===== config.mk =====
export PLATFORM = sky130hd
export DESIGN_NAME = pipeline_hazard_ctrl
export DESIGN_NICKNAME = d
export VERILOG_FILES = /design/src/rtl/hazard_pkg.sv /design/src/rtl/sat_counter.sv /design/src/rtl/pipeline_hazard_ctrl.sv
export SDC_FILE = /design/constraint.sdc
export NUM_CORES = 1
export LEC_CHECK = 0
export CAP_MARGIN = 0
export CORE_AREA = 3 3 113 83
export DETAILED_ROUTE_END_ITERATION = 12
export DIE_AREA = 0 0 116 86
export PLACE_DENSITY = 0.82
export SETUP_SLACK_MARGIN = 0.4
export SLEW_MARGIN = 20
export SYNTH_ARGS = -nofsm -noshare
export SYNTH_HDL_FRONTEND = slang
export SYNTH_SLANG_ARGS = --single-unit

===== constraint.sdc =====
create_clock -name clk -period 2.3 [get_ports clk]
set_input_delay 0.46 -clock clk [delete_from_list [all_inputs] [get_ports clk]]
set_output_delay 0.46 -clock clk [all_outputs]
set_load 0.02 [all_outputs]

===== src/rtl/hazard_pkg.sv =====
// Shared types for the LEGv8 hazard controller: FSM states and the
// pipeline-register control vector with its canned encodings.
package hazard_pkg;

    typedef enum logic [1:0] {
        S_RUN      = 2'd0,
        S_LU_STALL = 2'd1,
        S_MEM_WAIT = 2'd2
    } state_t;

    typedef struct packed {
        logic pc_write;
        logic if_id_write;
        logic id_ex_write;
        logic ex_mem_write;
        logic if_id_flush;
        logic id_ex_flush;
        logic ex_mem_flush;
        logic mem_wb_flush;
    } ctrl_t;

    // Field order: PC, IF/ID, ID/EX, EX/MEM writes, then IF/ID..MEM/WB flushes
    localparam ctrl_t CTRL_RUN      = ctrl_t'(8'b1111_0000);
    localparam ctrl_t CTRL_MEM_WAIT = ctrl_t'(8'b0000_0001);
    localparam ctrl_t CTRL_BRANCH   = ctrl_t'(8'b1111_1110);
    localparam ctrl_t CTRL_LU_STALL = ctrl_t'(8'b0011_0100);

    function automatic logic [3:0] lu_init(input int stalls);
        return 4'(stalls - 1);
    endfunction

endpackage


===== src/rtl/sat_counter.sv =====
// Saturating up-counter used for the hazard performance counters.
module sat_counter #(
    parameter int CNT_W = 32
) (
    input  logic             clk,
    input  logic             reset,
    input  logic             inc,
    output logic [CNT_W-1:0] count
);

    always_ff @(posedge clk or negedge reset) begin
        if (!reset) begin
            count <= '0;
        end else if (inc && (count != '1)) begin
            count <= count + CNT_W'(1);
        end
    end

endmodule


===== src/rtl/pipeline_hazard_ctrl.sv =====
// Hazard controller for the 5-stage LEGv8 pipeline: load-use stall,
// taken-branch flush and data-memory freeze, plus stall/freeze counters.
//
// state      | meaning
// S_RUN      | normal flow; a load-use hazard stalls this cycle
// S_LU_STALL | extra load-use bubbles, lu_left counts them down
// S_MEM_WAIT | pipeline frozen on dmem; saved_state resumes afterwards
module pipeline_hazard_ctrl
    import hazard_pkg::*;
#(
    parameter int REG_W           = 5,
    parameter int ZERO_REG        = 31,
    parameter int LOAD_USE_STALLS = 1,
    parameter int CNT_W           = 32
) (
    input  logic             clk,
    input  logic             reset,
    input  logic             MemRead_E,
    input  logic [REG_W-1:0] Rd_E,
    input  logic [REG_W-1:0] Rs1_D,
    input  logic [REG_W-1:0] Rs2_D,
    input  logic             Rs1_used_D,
    input  logic             Rs2_used_D,
    input  logic             Branch_taken_M,
    input  logic             MemAccess_M,
    input  logic             dmem_ready,
    output logic             PCWrite,
    output logic             IF_ID_Write,
    output logic             ID_EX_Write,
    output logic             EX_MEM_Write,
    output logic             IF_ID_Flush,
    output logic             ID_EX_Flush,
    output logic             EX_MEM_Flush,
    output logic             MEM_WB_Flush,
    output logic [CNT_W-1:0] lu_stall_cnt,
    output logic [CNT_W-1:0] mem_wait_cnt
);

    localparam logic [3:0] LU_INIT = lu_init(LOAD_USE_STALLS);

    state_t     state;
    state_t     saved_state;
    state_t     eff_state;
    logic [3:0] lu_left;
    logic       hz;
    logic       memwait;
    logic       lu_active;
    logic       lu_inc;
    logic       mw_inc;
    ctrl_t      ctrl;

    assign hz = MemRead_E && (Rd_E != REG_W'(ZERO_REG)) &&
                ((Rs1_used_D && (Rd_E == Rs1_D)) || (Rs2_used_D && (Rd_E == Rs2_D)));
    assign memwait = MemAccess_M && !dmem_ready;

    // Once dmem is ready the frozen state behaves exactly as the one it interrupted
    assign eff_state = (state == S_MEM_WAIT) ? saved_state : state;
    assign lu_active = (eff_state == S_LU_STALL) || ((eff_state == S_RUN) && hz);

    always_comb begin
        ctrl = CTRL_RUN;
        if (!reset) begin
            ctrl = CTRL_RUN;
        end else if (memwait) begin
            ctrl = CTRL_MEM_WAIT;
        end else if (Branch_taken_M) begin
            ctrl = CTRL_BRANCH;
        end else if (lu_active) begin
            ctrl = CTRL_LU_STALL;
        end
    end

    assign lu_inc = reset && !memwait && !Branch_taken_M && lu_active;
    assign mw_inc = reset && memwait;

    always_ff @(posedge clk or negedge reset) begin
        if (!reset) begin
            state       <= S_RUN;
            saved_state <= S_RUN;
            lu_left     <= '0;
        end else if (memwait) begin
            state <= S_MEM_WAIT;
            if (state != S_MEM_WAIT) begin
                saved_state <= state;
            end
        end else if (Branch_taken_M) begin
            state       <= S_RUN;
            saved_state <= S_RUN;
            lu_left     <= '0;
        end else if (eff_state == S_LU_STALL) begin
            lu_left <= lu_left - 4'd1;
            state   <= (lu_left == 4'd1) ? S_RUN : S_LU_STALL;
        end else if ((eff_state == S_RUN) && hz && (LOAD_USE_STALLS > 1)) begin
            state   <= S_LU_STALL;
            lu_left <= LU_INIT;
        end else begin
            state <= eff_state;
        end
    end

    assign PCWrite      = ctrl.pc_write;
    assign IF_ID_Write  = ctrl.if_id_write;
    assign ID_EX_Write  = ctrl.id_ex_write;
    assign EX_MEM_Write = ctrl.ex_mem_write;
    assign IF_ID_Flush  = ctrl.if_id_flush;
    assign ID_EX_Flush  = ctrl.id_ex_flush;
    assign EX_MEM_Flush = ctrl.ex_mem_flush;
    assign MEM_WB_Flush = ctrl.mem_wb_flush;

    sat_counter #(.CNT_W(CNT_W)) u_lu_cnt (
        .clk   (clk),
        .reset (reset),
        .inc   (lu_inc),
        .count (lu_stall_cnt)
    );

    sat_counter #(.CNT_W(CNT_W)) u_mw_cnt (
        .clk   (clk),
        .reset (reset),
        .inc   (mw_inc),
        .count (mem_wait_cnt)
    );

endmodule


== Word level (Yosys, flattened, before mapping) ==
Index checks and enable logic that the tools add are counted.
Storage, ports and cells
  register bits: 72
  input bits: 23
  word-level logic and storage cells: 55
Operators by class
  add/sub/neg operators: 3
  equal/unequal tests: 10
  mux-type cells: 14
  bitwise logic cells: 1
  reductions and logical operators: 22
Operators with widths (number)
  adder 32 x 1 -> 32 bit (second input constant): 2
  inequality test 32 bit (second input constant): 2
  two-way mux 8 bit: 4
  two-way mux 2 bit: 7
  logical AND 1 bit: 12
  == test 5 bit: 2
  two-way mux 4 bit: 2
  inequality test 5 bit (second input constant): 1
  == test 4 x 1 -> 1 bit (second input constant): 1
  AND reduction 2 bit: 2
  nonzero test 2 bit: 2
  subtractor 4 x 1 -> 4 bit (second input constant): 1
  logical NOT 1 bit: 3
  == test 2 x 1 -> 1 bit (second input constant): 1
  == test 2 bit (second input constant): 1
  logical NOT 2 bit: 1
  logical OR 1 bit: 2
  inequality test 2 x 1 -> 1 bit (second input constant): 1
  inequality test 2 bit (second input constant): 1
  two-way mux 1 bit: 1
  NOT 1 bit: 1

== Logic depth before layout (Yosys ltp) ==
  depth in word-level cells: 10
  mapped depth: 10

== Modules after synthesis ==
A second synthesis with hierarchy kept.
Unflattened totals
  cell total of the unflattened synthesis: 378
  area, all modules: 3910.0 µm²
By module, submodules not included
  sat_counter: instances 2, cells an instance 151, area each 1624.1 µm², seq. area each 800.8 µm²
  pipeline_hazard_ctrl: instances 1, cells an instance 76, area each 661.9 µm², seq. area each 200.2 µm²

== Least setup slack after synthesis ==
Ideal clock, no wire load.
  path type: reg2reg
  start point: reg u_lu_cnt.count[0]
  end point: reg u_lu_cnt.count[28]
  arrival time: 2.149 ns
  data required time: 2.175 ns
  slack: 0.026 ns
  cell stages (with the launch flop): 8
  period minus slack after synthesis: 2.274 ns
  cell sequence: dfrtp_1 > ha_1 > nand4_1 > nor4b_4 > nand2_1 > or3_1 > nor2_1 > mux2_2
Between the ends
  word-level cells in the longest chain between the ends: 2
Ends and longest elaborated chain
  start, declared: line sat_counter.sv:8  | output logic [CNT_W-1:0] count
  start signal, assigned: line sat_counter.sv:15  | count <= count + CNT_W'(1);
  branches (longest 2 deep; another with adder 32 x 1 -> 32 bit)
Parallel ways; which one is timed is not known.
A chain may end at the register's enable or synchronous reset.

== Worst setup path after layout ==
  start point: reg saved_state[1]
  end point: reg u_lu_cnt.count[23]
Between the ends
  word-level cells in the longest chain between the ends: 6
Ends and longest elaborated chain
  start, declared: line pipeline_hazard_ctrl.sv:42  | state_t saved_state;
  start signal, assigned: line pipeline_hazard_ctrl.sv:84  | saved_state <= state;
  two-way mux 2 bit (*): line pipeline_hazard_ctrl.sv:57  | assign eff_state = (state == S_MEM_WAIT) ? saved_state : state;
  logical NOT 2 bit
  logical AND 1 bit
  logical OR 1 bit (*): line pipeline_hazard_ctrl.sv:58  | assign lu_active = (eff_state == S_LU_STALL) || ((eff_state == S_RUN) && hz);
  logical AND 1 bit (*): line pipeline_hazard_ctrl.sv:73  | assign lu_inc = reset && !memwait && !Branch_taken_M && lu_active;
  logical AND 1 bit (*): line sat_counter.sv:14  | end else if (inc && (count != '1)) begin
Mark *: on every way between the ends. The rest lies on a longest branch, timed or not.

==> impl_metrics.tcl <==
set metrics [dict create \
    status "finished, final reports clean" \
    final_common_cell "dfrtp_1" \
    syn-cell-area_sq_um 3640 \
    crit_required_ns 2.51 \
    cp-endpoint "u_lu_cnt.count[23]" \
    synth_warnings 0 \
    layout_common_cells "dfrtp_1, xnor2_1, buf_4" \
    fmax_ghz 0.462 \
    synthToLayoutAreaGrowth_pct 61.4 \
    utilization_pct 70.5 \
    worstReg2RegEnd "u_lu_cnt.count[23]" \
    ir_drop_uv 620 \
    cts.root.buffer_cell "clkbuf_16" \
    core_sq_um 8340 \
    numPortBuffers 94 \
    p_total_mw 3.44 \
    finalSetupViolCount 0 \
    clkLatencyLatePin_ns 0.33 \
    synth_ff_type "dfrtp_1" \
    synth.avg_cell_area_sq_um 10.5 \
    die_h_microns 86 \
    cp-end-kind "flop" \
    rr_worst_depth 9 \
    grt_pass1_vias 3298 \
    cp_max_fo 7 \
    numCtsBuffers 9 \
    synth-xor-area-share_pct 16.8 \
    antenna_found_initial 0 \
    path_cells "nand3b_1 > mux2i_2 > a41oi_2 > buf_4 > nor3_4 > buf_6 > buf_16 > nand4_1 > xnor2_1" \
    cts_tree "done" \
    finalCritPeriodShare_pct 94.1 \
    avgViaCountPerCell 5.24 \
    relSlewSlack_pct 67.4 \
    htree_levels 3 \
    layoutNonFillerInstCount 614 \
    rsz0062_at_grt "yes" \
    critPathKind "reg2reg" \
    place_inst 565 \
    wirelength_mm 10.2 \
    crit_path_start "saved_state[1]" \
    fillers 580 \
    r2r_slack_ns 0.14 \
    ys_types 42 \
    dieArea_sq_um 9980 \
    synthCells 347 \
    worstHoldPathType "in2async" \
    yosysSeqAreaShare_pct 49.5 \
    slew_viol_final 0 \
    fin_skew_ns 0.00693 \
    fin_crit_ns 2.16 \
    core.rowCount 28 \
    firstDrtPassIters 4 \
    hpwl_mm 6.74 \
    drive_gt1_share_pct 35.4 \
    nets 531 \
    p_leak_nw 2.96 \
    route.detailed.drc 0 \
    final-seq-area_sq_um 1820 \
    fp.dieW_microns 116 \
    clockBufferDepth 2 \
    antenna_left 0 \
    initial_core_util_pct 43.7 \
    slowest_stage "dfrtp_1" \
    synthSimpleGateAreaFrac_pct 23.0 \
    synthAdderAreaFrac_pct 1.37 \
    overflow 0 \
    clk_pin_slew_worst_paths_ns 0.06 \
    synth_compound_area_share_pct 4.36 \
    max_cap_violations 0 \
    synth_edf_count 0 \
    gp_congestion 0.874 \
    start_kind "flop" \
    synth_nets 374 \
    tightestPinTransition_ns 0.489 \
    hold_violations 0 \
    cellPowerDensity_nw_per_um2 585 \
    grt_first_pass_wirelength_mm 16.4 \
    cts_sinks 72 \
    synthMuxAreaShare_pct 1.82 \
    synth_top_family_by_area "simple AND/OR/NAND/NOR gates" \
    critPathMaxStageDelay_ns 0.41 \
    drt_iter0_drc 164 \
    rr_startpoint "saved_state[1]" \
    grt_usage_pct 20.8 \
    vias 3215 \
    multi_input_area_sq_um 2070 \
    grt_max_degree 40 \
    drt-wirelength-per-cell_microns 16.6 \
    synth_seq_cells 72 \
    arrival_ns 2.38 \
    synthArstFlopShare_pct 100 \
    io_pins 95 \
    n_antenna_cell 0 \
]
power by group:
group          internal [mW]  leakage (nW)  switching [mW]
registers               1.32         0.972          0.0700
logic                  0.213          1.82           0.212
clock network           1.09         0.170           0.534
total                   2.62          2.96           0.816
registers in the layout, summed over array words and instances (netlist names):
name	count
state	2
saved_state	2
u_lu_cnt.count	32
u_mw_cnt.count	32
lu_left	4
synth_stat cells (all sizes together) (2+ instances only):
library cell	n	area share (%)
inv	11	1.1
and2	4	0.76
nor2	20	2.1
o21ai	8	1.1
and4	4	0.96
ha	4	1.4
mux2	5	1.5
nor3	8	1.5
buf	9	2.0
or3	2	0.48
dfrtp	72	49
nand2	42	4.3
and3	13	2.2
a22o	2	0.48
a21oi	6	0.93
nor4	2	0.93
nand3	27	3.8
nand3b	2	0.41
nand4	25	4.3
xor2	11	2.6
xnor2	59	14
worst min path at each step:
stage	cells after the start	slack [ns]	endpoint	startpoint
final	2	0.22	state[0]	reset
after global routing	2	0.27	state[0]	reset
after CTS	2	0.23	state[0]	reset
after detailed placement	1	0.48	u_mw_cnt.count[19]	u_mw_cnt.count[19]
after global placement	1	0.47	u_mw_cnt.count[5]	u_mw_cnt.count[5]
after floorplan	0	0.16	lu_left[0]	reset
cell families (layout without fill, tap and decap cells):
| logic type | count (synthesis) | count (layout) |
|---|---|---|
| fa+ha+maj | 4 | 4 |
| flops | 72 | 72 |
| xor+xnor | 70 | 70 |
| compound gates | 23 | 23 |
| mux | 6 | 6 |
| simple gates | 152 | 152 |
| buf+inv | 20 | 182 |
final cells by class:
class                      count  share of cell area [%]
multi-input combinational    255                    35.2
sequential                    72                    30.9
timing repair buffer         155                    25.1
clock buffer                  11                    4.13
inverter                      11                   0.702
tap                          105                    2.23
clock inverter                 5                    1.77
what timing repair did:
| item | CTS | global route |
|---|---|---|
| pin swaps | 56 | 40 |
| gates resized for setup | 123 | 61 |
| hold buffers | 0 | 0 |
| endpoints found under the setup margin | 69 | 81 |
| cloned | 3 | 0 |
| setup buffers | 14 | 16 |
layer usage:
layer | wire length [microns] | part of all wire [%] | vias to the layer above | global-route usage (%)
met2 | 5060 | 50 | 79 | 34.3
li1 | - | - | 1521 | -
met1 | 4480 | 44 | 1603 | 26.6
met3 | 528 | 5.2 | 12 | 5.92
met4 | 125 | 1.2 | 0 | 6.22
met5 | 0 | 0 | - | 0
worst max-delay path: cells and delay by family, from the launching register on:
| family | cells | cell delay (ns) |
|---|---|---|
| AO/OA/AOI/OAI | 1 | 0.10 |
| XOR/XNOR | 1 | 0.16 |
| buffers and inverters | 3 | 0.50 |
| flip-flops | 1 | 0.41 |
| multiplexers | 1 | 0.24 |
| AND/OR/NAND/NOR | 3 | 0.63 |
metrics by stage:
| step | instance area (sq um) | TNS (ns) | worst slack (ns) | hold slack (ns) |
|---|---|---|---|---|
| 4_1_cts | 5620 | 0 | 0.156 | 0.227 |
| 3_5_place_dp | 4990 | -15.27 | -0.624 | 0.479 |
| 6_report | 5880 | 0 | 0.135 | 0.221 |
| 3_3_place_gp | 4990 | -11.69 | -0.522 | 0.469 |
| 2_1_floorplan | 3780 | 0 | 0.145 | 0.164 |
| 5_1_grt | 5880 | 0 | 0.0918 | 0.267 |
Power figures use the tool's default switching activity.
